### config.mk
export PLATFORM = sky130hd
export DESIGN_NAME = adder_sweep_ctrl
export DESIGN_NICKNAME = d
export VERILOG_FILES = /design/src/rtl/adder_sweep_ctrl.sv
export SDC_FILE = /design/constraint.sdc
export NUM_CORES = 1
export LEC_CHECK = 0
export CAP_MARGIN = 20
export CORE_ASPECT_RATIO = 1.4
export CORE_MARGIN = 2
export CORE_UTILIZATION = 27
export DETAILED_ROUTE_END_ITERATION = 8
export MAX_ROUTING_LAYER = met4
export PLACE_DENSITY_LB_ADDON = 0.08
export SYNTH_ARGS = -nofsm -noshare
export SYNTH_HDL_FRONTEND = slang
export SYNTH_SLANG_ARGS = --single-unit
### constraint.sdc
create_clock -name clk -period 3.25 [get_ports clk]
set_input_delay 0.8125 -clock clk [delete_from_list [all_inputs] [get_ports clk]]
set_output_delay 0.8125 -clock clk [all_outputs]
set_load 0.01 [all_outputs]
### src/rtl/adder_sweep_ctrl.sv
// Sweep controller that walks 4-bit operand pairs into an external adder and counts wrong sums.
// Define ADDER_SWEEP_LFSR_EN to source vectors from an 8-bit LFSR instead of the counting order.
module adder_sweep_ctrl #(
  parameter int NUM_VEC    = 256,
  parameter int SETTLE_CYC = 1
) (
  input  logic       clk,
  input  logic       rst,
  input  logic       start,
  output logic [3:0] A,
  output logic [3:0] B,
  input  logic [4:0] sum_in,
  output logic       busy,
  output logic       done,
  output logic [7:0] err_cnt
);

  typedef enum logic [2:0] {IDLE, DRIVE, WAIT, CHECK, DONE} state_t;

  localparam logic [7:0] LAST_IDX  = 8'(NUM_VEC - 1);
  localparam logic [3:0] WAIT_LOAD = 4'(SETTLE_CYC - 1);

  state_t     state_reg, state_next;
  logic [7:0] idx_reg, idx_next;
  logic [3:0] wait_reg, wait_next;
  logic [3:0] a_reg, a_next;
  logic [3:0] b_reg, b_next;
  logic [7:0] err_reg, err_next;
  logic [7:0] vec;
  logic       mismatch;

  assign mismatch = (sum_in != ({1'b0, a_reg} + {1'b0, b_reg}));

`ifdef ADDER_SWEEP_LFSR_EN
  logic [7:0] lfsr_reg, lfsr_next;
  logic       lfsr_fb;

  // Fibonacci taps 8,6,5,4: maximal length, so 255 vectors visit every nonzero byte once
  assign lfsr_fb = lfsr_reg[7] ^ lfsr_reg[5] ^ lfsr_reg[4] ^ lfsr_reg[3];
  assign vec     = lfsr_reg;

  always_ff @(posedge clk or negedge rst) begin
    if (!rst) lfsr_reg <= 8'h01;
    else      lfsr_reg <= lfsr_next;
  end
`else
  assign vec = idx_reg;
`endif

  always_ff @(posedge clk or negedge rst) begin
    if (!rst) begin
      state_reg <= IDLE;
      idx_reg   <= 8'd0;
      wait_reg  <= 4'd0;
      a_reg     <= 4'd0;
      b_reg     <= 4'd0;
      err_reg   <= 8'd0;
    end else begin
      state_reg <= state_next;
      idx_reg   <= idx_next;
      wait_reg  <= wait_next;
      a_reg     <= a_next;
      b_reg     <= b_next;
      err_reg   <= err_next;
    end
  end

  always_comb begin
    state_next = state_reg;
    idx_next   = idx_reg;
    wait_next  = wait_reg;
    a_next     = a_reg;
    b_next     = b_reg;
    err_next   = err_reg;
`ifdef ADDER_SWEEP_LFSR_EN
    lfsr_next  = lfsr_reg;
`endif
    case (state_reg)
      IDLE: begin
        if (start) begin
          state_next = DRIVE;
          idx_next   = 8'd0;
          err_next   = 8'd0;
`ifdef ADDER_SWEEP_LFSR_EN
          lfsr_next  = 8'h01;
`endif
        end
      end
      DRIVE: begin
        a_next     = vec[7:4];
        b_next     = vec[3:0];
        wait_next  = WAIT_LOAD;
        state_next = WAIT;
      end
      WAIT: begin
        // counter loaded with SETTLE_CYC-1 so WAIT lasts exactly SETTLE_CYC cycles
        if (wait_reg == 4'd0) state_next = CHECK;
        else                  wait_next  = wait_reg - 4'd1;
      end
      CHECK: begin
        if (mismatch && (err_reg != 8'hFF)) err_next = err_reg + 8'd1;
`ifdef ADDER_SWEEP_LFSR_EN
        lfsr_next = {lfsr_reg[6:0], lfsr_fb};
`endif
        if (idx_reg == LAST_IDX) begin
          state_next = DONE;
        end else begin
          idx_next   = idx_reg + 8'd1;
          state_next = DRIVE;
        end
      end
      DONE:    state_next = IDLE;
      default: state_next = IDLE;
    endcase
  end

  assign A       = a_reg;
  assign B       = b_reg;
  assign err_cnt = err_reg;
  assign busy    = (state_reg == DRIVE) || (state_reg == WAIT) || (state_reg == CHECK);
  assign done    = (state_reg == DONE);

endmodule

==> flow_summary.ini <==
[yosys]
syn-cell-area_sq_um = 1717
yosysTopAreaCell = dfrtp_1
synthCells = 174
yosysUniqueCellTypes = 36
ys_top_cells_by_area = dfrtp_1 45%, mux2_2 5.9%, ha_1 5.1%
ys_ff_latch = 31
ys.warnings.count = 0
synth.net_count = 190
ys_seq_area_share_pct = 45.19
synth-edff-count = 0
postSynthAreaPerCell_sq_um = 9.866
synth_top_area_share_pct = 45.19
ys.flop_type = dfrtp_1
synthArstFlopShare_pct = 100.0

[routing]
vias_per_cell = 4.924
avgRoutedWirePerCell_um = 14.33
initialDrtViolationCount = 43
finalWirelength_mm = 3.955
drtAntennaViolNets = 0
drc = 0
dr.pass1.iters = 4
vias = 1359

[pwr]
p_sw_share_pct = 37.63
p_per_area_nw_per_um2 = 659.2
netSwitchingPower_w = 0.0005286
p_int_w = 0.0008760
p_seq_share_pct = 40.9
clock_power_share_pct = 20.6
p_leak_nw = 0.9206
worst_ir_drop_vdd_v = 0.0002044
power_frac_comb_pct = 38.5

[worst_setup_path]
cp_max_fo = 4
r2r-start = A[0]
r2r.worst_path.cells = 8
r2r_end = err_cnt[5]
r2r_slack_ns = 0.80
cp-end-kind = flop
required_ns = 3.46
worst-setup-path-type = reg2reg
cp.arrival_ns = 2.66
start_kind = flop

[clock_tree]
ctsHoldBuffers = 0
clock-root-buffer = clkbuf_8
cts_max_level = 2
clk_pin_slew_ns = 0.06
cts_inserted_buffers = 5
cts_tree = done
cts-resized-gates = 0
cts.sink_count = 31
cts_setup_buffers = 0
clockBufferDepth = 2
worstSkewPairLatency_ns = 0.28

[sta]
hold_violations = 0
max_freq_mhz = 407.5
whs_ns = 0.5468
setup_viol = 0
worst_pin_slew_ns = 0.5018
finalMaxSlewViolations = 0
setup_slack_ns = 0.7962
tns_ns = 0
finalCriticalPeriod_ns = 2.454
rsz0062_at_grt = no
max_slew_margin_pct = 66.36
fin_crit_sh_pct = 75.50
fin_skew_ns = 0.008837

[finish]
drive_gt1_share_pct = 13.24
num-nets-final = 219
antenna_cells = 0
area_growth_pct = 24.13
nFillCells = 618
layout_commonest_cell = dfrtp_1
most-common-layout-cells = 31 x dfrtp_1, 25 x clkdlybuf4s50_1, 17 x nand2_1, 14 x nor2_1, 11 x a21oi_1

[floorplanning]
ios = 26
start_util_pct = 27.83
core_sq_um = 6168
die_y_um = 98.35
dieArea_sq_um = 7021
chipWidth_um = 71.39
num_rows = 34

[global_routing]
grt_max_degree = 32
grt_pass1_wl_mm = 6.458
grt_pass1_vias = 1353
grtUsageTotal_pct = 12.16
antenna_found_initial = 0
grt.overflow.total = 0

[placed_design]
place_ws_ns = 0.5721
gp_congestion = 0.7940
dp.final_hpwl_mm = 2.972
port_buffers = 25

[min_path]
hold_end = wait_reg[3]
hold_start = wait_reg[3]
hold_path_depth = 2
hp-class = reg2reg

[run_status]
status = finished, final reports clean

[run]
cap_violations = 0
-- worst max-delay path: stages, from the launching register on --
cell and delay, ns:
dfrtp_1 0.41, ha_1 0.23, fa_1 0.41, a21o_1 0.19, a21oi_1 0.18, xnor2_1 0.19, o311ai_1 0.18, or4_1 0.44
a21oi_1 0.15
-- final cells by class --
| class | instances | area (sq um) | share of cell area [%] |
|---|---|---|---|
| Clock buffer | 7 | 76.32 | 3.582 |
| Clock inverter | 1 | 5.005 | 0.2349 |
| Inverter | 5 | 18.77 | 0.8808 |
| Multi-Input combinational cell | 133 | 899.6 | 42.22 |
| Sequential cell | 31 | 775.7 | 36.41 |
| Tap cell | 72 | 90.09 | 4.228 |
| Timing Repair Buffer | 27 | 265.3 | 12.45 |
-- power groups by stage --
stage,Combinational [W],Clock (W),Sequential (W)
finish,0.000541,0.000290,0.000574
floorplan,0.000350,0,0.000563
global route,0.000601,0.000319,0.000592
global placement,0.000540,0,0.000581
CTS,0.000549,0.000304,0.000578
detailed placement,0.000548,0,0.000584
-- cell usage after synthesis (5+ instances only) --
cell	count
dfrtp_1	31
nand2_1	17
nor2_1	14
a21oi_1	11
mux2_2	9
nand3_1	9
or3_1	9
xnor2_1	9
ha_1	7
nor3_1	6
o21ai_0	6
inv_1	5
xor2_1	5
-- worst max path at each step --
| stage | from | to | depth (start not counted) |
|---|---|---|---|
| after floorplan | A[0] | err_cnt[5] | 8 |
| after global placement | sum_in[2] | err_cnt[0] | 7 |
| after detailed placement | sum_in[2] | err_cnt[1] | 7 |
| after CTS | B[0] | err_cnt[5] | 8 |
| after global routing | A[0] | err_cnt[0] | 8 |
| final | A[0] | err_cnt[5] | 8 |
-- cell families (layout without fill, tap and decap cells) --
| group | Yosys count | count (layout) | share of synthesized area (%) |
|---|---|---|---|
| AOI/OAI and AO/OA | 30 | 30 | 11.30 |
| DFF | 31 | 31 | 45.19 |
| xor gates and xnor gates | 14 | 14 | 7.143 |
| buffers and inverters | 10 | 40 | 2.405 |
| muxes | 12 | 12 | 7.653 |
| and+or+nand+nor | 69 | 69 | 20.04 |
| adders and majority gates | 8 | 8 | 6.268 |
-- layer usage --
layer | up-vias | GRT usage [%] | wire length, um
met1 | 650 | 13.85 | 1663
met3 | 11 | 2.477 | 134
met2 | 32 | 19.80 | 2014
li1 | 666 | - | -
met5 | - | - | 0
met4 | 0 | 6.386 | 142
-- metrics by stage --
stage	cell area, sq um	util (%)	std cells	total power [W]
6_report	2131	34.54	276	0.001405
5_1_grt	2131	34.54	276	0.001512
4_1_cts	2131	34.54	276	0.001432
3_5_place_dp	2049	33.23	268	0.001132
3_3_place_gp	2049	33.23	268	0.001121
2_1_floorplan	1717	-	174	0.0009131
No activity file was read; power rests on OpenSTA's default activity.
